--- src/rtl/fifo_uart_pkg.sv ---
`default_nettype none
// ----------------------------------------------------------------------------
// fifo_uart_pkg : shared state encoding and frame-length constants. Rev 1.0
// ----------------------------------------------------------------------------
package fifo_uart_pkg;

  localparam int DATA_BITS = 8;
  localparam int STOP_BITS = 1;

  typedef enum logic [2:0] {
    IDLE   = 3'd0,
    START  = 3'd1,
    DATA   = 3'd2,
    PARITY = 3'd3,
    STOP   = 3'd4
  } tx_state_e;

endpackage
`default_nettype wire

--- src/rtl/fifo_uart_tx_if.sv ---
`default_nettype none
// ----------------------------------------------------------------------------
// fifo_uart_tx_if : pop handshake between the transmitter and the byte FIFO. Rev 1.0
// ----------------------------------------------------------------------------
interface fifo_uart_tx_if;
  import fifo_uart_pkg::*;

  logic                 fifo_rd;
  logic                 fifo_empty;
  logic [DATA_BITS-1:0] fifo_rd_data;

  modport master (output fifo_rd, input fifo_empty, input fifo_rd_data);
  modport slave  (input fifo_rd, output fifo_empty, output fifo_rd_data);

endinterface
`default_nettype wire

--- src/rtl/fifo_uart_baud_cnt.sv ---
`default_nettype none
// ----------------------------------------------------------------------------
// fifo_uart_baud_cnt : bit-time counter, 0..CLKS_PER_BIT-1, clear and terminal count. Rev 1.0
// ----------------------------------------------------------------------------
module fifo_uart_baud_cnt #(
  parameter int CLKS_PER_BIT = 16
) (
  input  logic clk,
  input  logic reset,
  input  logic clear,
  output logic tc
);

  localparam int CNT_W = $clog2(CLKS_PER_BIT);

  logic [CNT_W-1:0] count;

  assign tc = (count == CNT_W'(CLKS_PER_BIT - 1));

  // Returning to zero on terminal count keeps the count inside 0..CLKS_PER_BIT-1
  always_ff @(posedge clk or negedge reset) begin
    if (!reset) begin
      count <= '0;
    end else if (clear || tc) begin
      count <= '0;
    end else begin
      count <= count + 1'b1;
    end
  end

endmodule
`default_nettype wire

--- src/rtl/fifo_uart_tx.sv ---
`default_nettype none
// ----------------------------------------------------------------------------
// fifo_uart_tx : FIFO-fed 8N1 UART transmitter with optional even parity. Rev 1.0
// ----------------------------------------------------------------------------
module fifo_uart_tx
  import fifo_uart_pkg::*;
#(
  parameter int CLKS_PER_BIT = 16,
  parameter bit PARITY_EN    = 1'b0
) (
  input  logic                  clk,
  input  logic                  reset,
  input  logic                  tx_en,
  fifo_uart_tx_if.master        fifo,
  output logic                  tx,
  output logic                  busy,
  output logic                  frame_done
);

  tx_state_e            state, state_next;
  logic [DATA_BITS-1:0] shreg, shreg_next;
  logic [2:0]           bit_idx, bit_idx_next;
  logic                 parity, parity_next;
  logic                 tx_next;
  logic                 bit_tc;
  logic                 pop;

  fifo_uart_baud_cnt #(
    .CLKS_PER_BIT (CLKS_PER_BIT)
  ) u_baud_cnt (
    .clk   (clk),
    .reset (reset),
    .clear (state == IDLE),
    .tc    (bit_tc)
  );

  // Gated by reset so no pop can be requested while reset is held low
  assign pop          = reset && (state == IDLE) && tx_en && !fifo.fifo_empty;
  assign fifo.fifo_rd = pop;
  assign busy         = pop || (state != IDLE);
  assign frame_done   = (state == STOP) && bit_tc && (bit_idx == 3'(STOP_BITS - 1));

  always_ff @(posedge clk or negedge reset) begin
    if (!reset) begin
      state   <= IDLE;
      shreg   <= '0;
      bit_idx <= '0;
      parity  <= 1'b0;
      tx      <= 1'b1;
    end else begin
      state   <= state_next;
      shreg   <= shreg_next;
      bit_idx <= bit_idx_next;
      parity  <= parity_next;
      tx      <= tx_next;
    end
  end

  always_comb begin
    state_next   = state;
    shreg_next   = shreg;
    bit_idx_next = bit_idx;
    parity_next  = parity;
    tx_next      = 1'b1;

    case (state)
      IDLE: begin
        if (pop) begin
          state_next   = START;
          shreg_next   = fifo.fifo_rd_data;
          parity_next  = ^fifo.fifo_rd_data;
          bit_idx_next = '0;
        end
      end
      START: begin
        if (bit_tc) state_next = DATA;
      end
      DATA: begin
        if (bit_tc) begin
          if (bit_idx == 3'(DATA_BITS - 1)) begin
            bit_idx_next = '0;
            state_next   = PARITY_EN ? PARITY : STOP;
          end else begin
            bit_idx_next = bit_idx + 3'd1;
            shreg_next   = shreg >> 1;
          end
        end
      end
      PARITY: begin
        if (bit_tc) state_next = STOP;
      end
      STOP: begin
        if (bit_tc) begin
          if (bit_idx == 3'(STOP_BITS - 1)) begin
            bit_idx_next = '0;
            state_next   = IDLE;
          end else begin
            bit_idx_next = bit_idx + 3'd1;
          end
        end
      end
      default: state_next = IDLE;
    endcase

    // tx is registered, so it is derived from where the FSM goes next
    case (state_next)
      START:   tx_next = 1'b0;
      DATA:    tx_next = shreg_next[0];
      PARITY:  tx_next = parity_next;
      default: tx_next = 1'b1;
    endcase
  end

endmodule
`default_nettype wire

--- src/flat_wrapper.sv ---
// flat-port wrapper written by rule: the top's interface ports become plain ports
module fifo_uart_tx_flat import fifo_uart_pkg::*;
#(
  parameter int CLKS_PER_BIT = 16,
  parameter bit PARITY_EN    = 1'b0
)
  (clk, reset, tx_en, tx, busy, frame_done, fifo_fifo_rd, fifo_fifo_empty, fifo_fifo_rd_data);
  fifo_uart_tx_if fifo_i ();
  input  logic clk;
  input  logic reset;
  input  logic tx_en;
  output logic tx;
  output logic busy;
  output logic frame_done;
  output wire logic [$bits(fifo_i.fifo_rd)-1:0] fifo_fifo_rd;
  input wire logic [$bits(fifo_i.fifo_empty)-1:0] fifo_fifo_empty;
  input wire logic [$bits(fifo_i.fifo_rd_data)-1:0] fifo_fifo_rd_data;
  assign fifo_fifo_rd = fifo_i.fifo_rd;
  assign fifo_i.fifo_empty = fifo_fifo_empty;
  assign fifo_i.fifo_rd_data = fifo_fifo_rd_data;
  fifo_uart_tx #(.CLKS_PER_BIT(CLKS_PER_BIT), .PARITY_EN(PARITY_EN)) u_core (.clk(clk), .reset(reset), .tx_en(tx_en), .fifo(fifo_i), .tx(tx), .busy(busy), .frame_done(frame_done));
endmodule
--- config.mk ---
export PLATFORM = sky130hd
export DESIGN_NAME = fifo_uart_tx_flat
export DESIGN_NICKNAME = d
export VERILOG_FILES = /design/src/rtl/fifo_uart_pkg.sv /design/src/rtl/fifo_uart_tx_if.sv /design/src/rtl/fifo_uart_baud_cnt.sv /design/src/rtl/fifo_uart_tx.sv /design/src/flat_wrapper.sv
export SDC_FILE = /design/constraint.sdc
export NUM_CORES = 1
export LEC_CHECK = 0
export CAP_MARGIN = 20
export CORE_UTILIZATION = 53
export CTS_CLUSTER_DIAMETER = 100
export DETAILED_ROUTE_END_ITERATION = 12
export GPL_TIMING_DRIVEN = 0
export MAX_ROUTING_LAYER = met4
export PLACE_DENSITY = 0.78
export SLEW_MARGIN = 10
export SYNTH_ARGS = -nofsm -noshare
export SYNTH_HDL_FRONTEND = slang
export SYNTH_SLANG_ARGS = --single-unit
--- constraint.sdc ---
create_clock -name clk -period 2.05 [get_ports clk]
set_input_delay 0.205 -clock clk [delete_from_list [all_inputs] [get_ports clk]]
set_output_delay 0.205 -clock clk [all_outputs]
set_load 0.02 [all_outputs]
After elaboration in Yosys (flattened, before gate mapping). Cells that the tools add are included.

Flip-flop bits (word level): 20. Input bits: 12. Output and inout bits: 4.

Add/subtract/negate cells: 2. Equal/unequal tests: 13. Multiplexer cells: 22. Reductions and logical operators: 16.

Operators by type and width (count): $mux W3 (12); $mux W8 (3); $pmux W8 S2 (1); $pmux W3 S5 (1); $eq A3 B2 Y1 const B (4); $pmux W3 S3 (1); $reduce_and A4 Y1 (2); $reduce_xor A8 Y1 (1); $eq A3 B1 Y1 const B (2); $eq A3 B3 Y1 const B (2); $logic_not A3 Y1 (2); $ne A2 B1 Y1 const B (3); $reduce_bool A3 Y1 (2); $logic_and A1 B1 Y1 (5); $add A4 B1 Y4 const B (1); $eq A4 B4 Y1 const B (1); $mux W4 (1); $add A3 B1 Y3 const B (1); $pmux W1 S3 (1); $logic_or A1 B1 Y1 (2); $mux W1 (2); $ne A2 B2 Y1 const B (1); $reduce_bool A2 Y1 (1); $logic_not A1 Y1 (1).

Longest topological paths before layout.
Depth after elaboration: 8. Gate-level depth with buffers: 6. Mapped depth without buffers: 6.

Hierarchy. Synthesis repeated with hierarchy kept, for this count alone.

Cells, all modules: 102. Area total of the unflattened synthesis: 1142.3 sq um.

By module, submodules not included: fifo_uart_tx (instances 1, cells an instance 89, area an instance 970.9 sq um, sequential area each 401.6 sq um); fifo_uart_baud_cnt (instances 1, cells an instance 13, area an instance 171.4 sq um, sequential area each 100.1 sq um).

Least setup slack after synthesis. OpenSTA, ideal clock, no wires.

Kind: register -> register. Start point: reg u_core.bit_idx[0]. End point: reg u_core.tx. Library setup time: 84 ps. Arrival: 1745 ps. Data required time: 1966 ps. Slack: 221 ps. Stages on the path, launching flop included: 7. Clock period less this slack: 1829 ps. Cells stage by stage: dfrtp_1 ha_1 ha_1 or4b_4 o221ai_1 a311o_2 o41ai_2.

Word-level cells in the longest chain between the ends: 6. Elaborated cells between the ends (all ways): 14. Those cells by class: 4 x eq/ne; 9 x mux; 1 x reduce/logical.

Ends and longest elaborated chain: from (decl) (line fifo_uart_tx.sv:22) `logic [2:0] bit_idx, bit_idx_next;`; from (signal assigned) (line fifo_uart_tx.sv:53) `bit_idx <= bit_idx_next;`; $eq A3 B3 Y1 / $logic_not A3 Y1 (equally long branches) (line fifo_uart_tx.sv:80, fifo_uart_tx.sv:94); $mux W3, on equally long branches (line fifo_uart_tx.sv:80, fifo_uart_tx.sv:94); $mux W3, on equally long branches (line fifo_uart_tx.sv:79, fifo_uart_tx.sv:93); $pmux W3 S5 (line fifo_uart_tx.sv:66) `case (state)`; $eq A3 B2 Y1 / $eq A3 B1 Y1 (equally long branches) (line fifo_uart_tx.sv:106) `case (state_next)`; $pmux W1 S3 (*) (line fifo_uart_tx.sv:106); net u_core.tx_next (line fifo_uart_tx.sv:24) `logic tx_next;`; to (signal assigned) (line fifo_uart_tx.sv:55) `tx <= tx_next;`; to (decl) (line fifo_uart_tx.sv:15) `output logic tx,`.

The timed path passes the listed nets; every way through them passes the cells marked *. The select of a mux whose other input is x is not followed. A chain may end at the register's enable or synchronous reset.

Final worst setup path.
Start point: reg u_core.bit_idx[0]. End point: reg u_core.shreg[5].

Word-level cells in the longest chain between the ends: 3.

Ends and longest elaborated chain: $eq A3 B3 Y1 (line fifo_uart_tx.sv:80) `if (bit_idx == 3'(DATA_BITS - 1)) begin`; $ne A2 B2 Y1 (no source line); $reduce_and A4 Y1 (no source line); to (signal assigned) (line fifo_uart_tx.sv:52) `shreg <= shreg_next;`; to (decl) (line fifo_uart_tx.sv:21) `logic [DATA_BITS-1:0] shreg, shreg_next;`.

No other way between the ends.

==> results.md <==
- The fraction of the yosys area taken by sequential cells is 0.434.
- During placement, the flow inserted port buffers numbering 15.
- Adding up every negative setup slack in the final design gives 0 ns.
- The fraction of final layout cells with drive strength greater than 1 is 0.226.
- The layout filler cell count is 159.
- Measured along the y axis, the die boundary spans 48.7 um.
- In this run, distinct cell masters in the synthesized netlist total 40.
- The final cycle utilization of the critical path is 0.973.
- The post-layout worst setup margin is 0.0558 ns.
- The leakage power of the design is 0.000661 uW.
- The area of the multi-input gates is 617 um^2.
- The HPWL after detailed placement is 1600 um.
- The worst setup slack for register-to-register paths is 0.06 ns.
- The end of the worst hold path is u_core.u_baud_cnt.count[0]$_DFF_PN0_.
- TritonCTS built the clock tree.
- The clock buffer count from CTS is 3.
- Yosys attributes the largest share of cell area to sky130_fd_sc_hd__dfrtp_1 41%, sky130_fd_sc_hd__xnor2_1 6.1%, sky130_fd_sc_hd__a22o_1 5.3%, sky130_fd_sc_hd__ha_1 4.3%, sky130_fd_sc_hd__a21o_1 3.9%.
- The library cells used most frequently in the layout, excluding fill and tap cells, are 19 x sky130_fd_sc_hd__dfrtp_1, 11 x sky130_fd_sc_hd__clkdlybuf4s50_1, 8 x sky130_fd_sc_hd__xnor2_1.
- The pin count of the biggest net entering global routing is 20.
- The clock reaches the later pin of the worst-skew pair after 0.29 ns.
- The area used by sequential logic in the layout is 502 um^2.
- The max-slew violation count is 0.
- The average wire per cell in the routed design is 15.2 um.
- The share of total power in combinational logic is 0.339.
- The largest buffer count on any clock path is 2.
- Along the worst hold path, the cell count comes to 1.
- The data required time of the critical path is 2.24 ns.
- The number of cells on the worst reg-to-reg path is 6.
- The floorplan die area is 2370 um^2.
- Across all layers, the routed design uses 869 vias.
- The number of rows created at floorplan is 16.
- The number of global-route vias before repair was 835.
- The worst register-to-register path ends at u_core.shreg[5]$_DFFE_PN0P_.
- At the placement stage, the worst setup path has a slack of -0.908 ns.
- The worst path in the final design needs a cycle of 1.99 ns, including I/O delays and setup.
- The register clock-pin slew on the reported worst setup and hold paths is 0.11 ns.
- The arrival time of the worst setup path is 2.19 ns.
- The class of the worst hold path is flip-flop to flip-flop.
- The launch instance of the worst min-delay path is u_core.u_baud_cnt.count[0]$_DFF_PN0_.
- Counting every sink on the clock net gives 20.
- The clock skew after layout is 0.00140 ns.
- For this configuration, the core starts out at a cell density of 0.578.
- The count of boundary I/O pins is 16.
- For this run, design rule violations remaining after detail routing come to 0.
- The placer congestion estimate is 0.845.
- The overflow left after global routing is 0.
- The core region is 2000 um^2.
- The total wire length after detailed routing is 2300 um.
- The worst register-to-register path begins at u_core.bit_idx[0]$_DFFE_PN0P_.
- Setup repair after global routing left no endpoint under its margin.
- The worst setup path is captured at a flip-flop.
- The max-cap violation count is 0.
- Clock tree synthesis selected as its root buffer the cell sky130_fd_sc_hd__clkbuf_4.
- After technology mapping, the gate count stands at 102.
- The worst-path maximum fanout is 7.
- Counting flops and latches in the post-synthesis netlist gives 20.
- The post-synthesis area per instance is 11.3 um^2.
- Of the post-synthesis cell area, the dominant cell type holds 0.411.
- Of the total power, the clock network draws 0.169.
- The worst relative slew slack is 0.404.
- The number of enable flip-flop cells after synthesis is 0.
- The first global-routing pass estimated 3770 um of wire.
- The library cell used most frequently in the layout, excluding fill and tap cells, is sky130_fd_sc_hd__dfrtp_1.
- Of the total power, the share spent switching nets is 0.339.
- The first routing iteration left 14 violations.
- The initial antenna violation count is 0.
- For the pin with the worst max-slew slack, the measured transition is 0.891 ns.
- Based on the critical path, the design can be clocked at up to 501 MHz.
- The total inserted antenna cells is 0.
- For this design the total switching power over the nets is 452 uW.
- The cell-internal power is 883 uW.
- Summed over all instances, the cell type with the most area after synthesis is sky130_fd_sc_hd__dfrtp_1.
- The worst supply voltage drop on vdd is 0.000609 V.
- The most used flip-flop cell after synthesis is sky130_fd_sc_hd__dfrtp_1.
- The kind of critical path is flip-flop to flip-flop.
- The count of nets after finishing is 141.
- The share of total power dissipated in sequential elements is 0.492.
- The maximum level of the CTS H-tree is 1.
- The run finished with clean final reports.
- The kind of start point of the critical path is a flip-flop.
- The area overhead of the layout relative to synthesis is 21.8%.
- The die extent in x is 48.7 um.
- The first detailed-routing pass ran for 4 iterations.
- Yosys printed 0 warnings.
- The aggregate global-route resource usage is 0.214.
- The synthesized netlist occupies a cell area of 1160 um^2.
- Setup violations remaining at the end of the flow were counted as 0.
- The count of nets left with antenna violations once routing finished came out at 0.
- The via density per instance is 5.75.
- For this run, asynchronously set or reset flops after synthesis account for 1.00.
- Synthesis produced a netlist with a net count of 118.
- The total power density per cell area is 949 nW/um^2.
- The number of hold violations in the final report was 0.
-- cells by family after synthesis --
group | synth area share
flops | 0.434
fa+ha+maj | 0.0433
xor+xnor | 0.0682
compound gates | 0.167
buf+inv | 0.0390
mux | 0.0368
simple gates | 0.212
-- layout make-up --
type                       count  area share
multi-input combinational     76       0.438
sequential                    20       0.356
timing repair buffer          18       0.124
clock buffer                   4      0.0258
buffer                         3      0.0240
tap                           27      0.0240
inverter                       3     0.00800
-- layer usage --
metal / GRT usage / share of wire / vias up
met3: 0.0440 / 0.034 / 4
li1: - / - / 417
met2: 0.368 / 0.52 / 23
met4: 0.0637 / 0.012 / 0
met5: - / 0 / -
met1: 0.252 / 0.44 / 425
-- worst max path at each step --
| stage | startpoint | endpoint | slack [ns] |
|---|---|---|---|
| global route | u_core.bit_idx[0]$_DFFE_PN0P_ | u_core.shreg[5]$_DFFE_PN0P_ | 0.009 |
| finish | u_core.bit_idx[0]$_DFFE_PN0P_ | u_core.shreg[5]$_DFFE_PN0P_ | 0.06 |
| CTS | u_core.state[2]$_DFF_PN0_ | busy | 0.02 |
| floorplan | u_core.bit_idx[0]$_DFFE_PN0P_ | u_core.tx$_DFF_PN1_ | 0.22 |
| global placement | reset | fifo_fifo_rd | -0.88 |
| detailed placement | reset | fifo_fifo_rd | -0.91 |
-- power groups by stage --
stage / sequential (uW) / combinational, uW / clock [uW]
global route: 673 / 507 / 257
floorplan: 641 / 323 / 0
detailed placement: 657 / 448 / 0
CTS: 652 / 457 / 232
global placement: 650 / 429 / 0
finish: 658 / 452 / 226
-- registers in the layout, indices dropped and copies added (netlist names) --
name / flops
u_core.shreg: 8
u_core.tx: 1
u_core.state: 3
u_core.u_baud_cnt.count: 4
u_core.bit_idx: 3
u_core.parity: 1
-- worst max-delay path, cell delays in order, from the launching register on --
cell                      delay, ns
sky130_fd_sc_hd__dfrtp_1       0.42
sky130_fd_sc_hd__ha_1          0.21
sky130_fd_sc_hd__ha_1          0.23
sky130_fd_sc_hd__or4b_4        0.53
sky130_fd_sc_hd__nor2_4        0.19
sky130_fd_sc_hd__nor2_2        0.12
sky130_fd_sc_hd__a21o_1        0.20
-- cells in the mapped netlist (2+ instances only) --
cell type	instances
sky130_fd_sc_hd__a21o_1	6
sky130_fd_sc_hd__a21oi_1	2
sky130_fd_sc_hd__a22o_1	7
sky130_fd_sc_hd__dfrtp_1	19
sky130_fd_sc_hd__ha_1	4
sky130_fd_sc_hd__inv_1	3
sky130_fd_sc_hd__mux2_2	2
sky130_fd_sc_hd__mux2i_1	2
sky130_fd_sc_hd__nand2_1	7
sky130_fd_sc_hd__nand2b_1	2
sky130_fd_sc_hd__nand3_1	3
sky130_fd_sc_hd__nand3b_1	2
sky130_fd_sc_hd__nor2_1	6
sky130_fd_sc_hd__nor2_2	2
sky130_fd_sc_hd__nor3_1	3
sky130_fd_sc_hd__xnor2_1	8
-- through the flow --
step                      power (uW)   util  instances  area [um^2]  hold WS, ns
after global placement          1080  0.669        144         1340        0.445
after CTS                       1340  0.699        150         1400        0.475
final                           1340  0.703        151         1410        0.477
after global routing            1440  0.703        151         1410        0.504
after detailed placement        1100  0.669        144         1340        0.456
after floorplan                  964      -        102         1160      -0.0906
-- what timing repair did --
| action | CTS | global route |
|---|---|---|
| hold buffers | 2 | 0 |
| setup buffers | 0 | 1 |
| hold endpoints to repair | 19 | 0 |
| pin swaps | 0 | 1 |
| setup endpoints to repair | 15 | 6 |
| gates resized for setup | 9 | 3 |
Power figures use the tool's default switching activity.
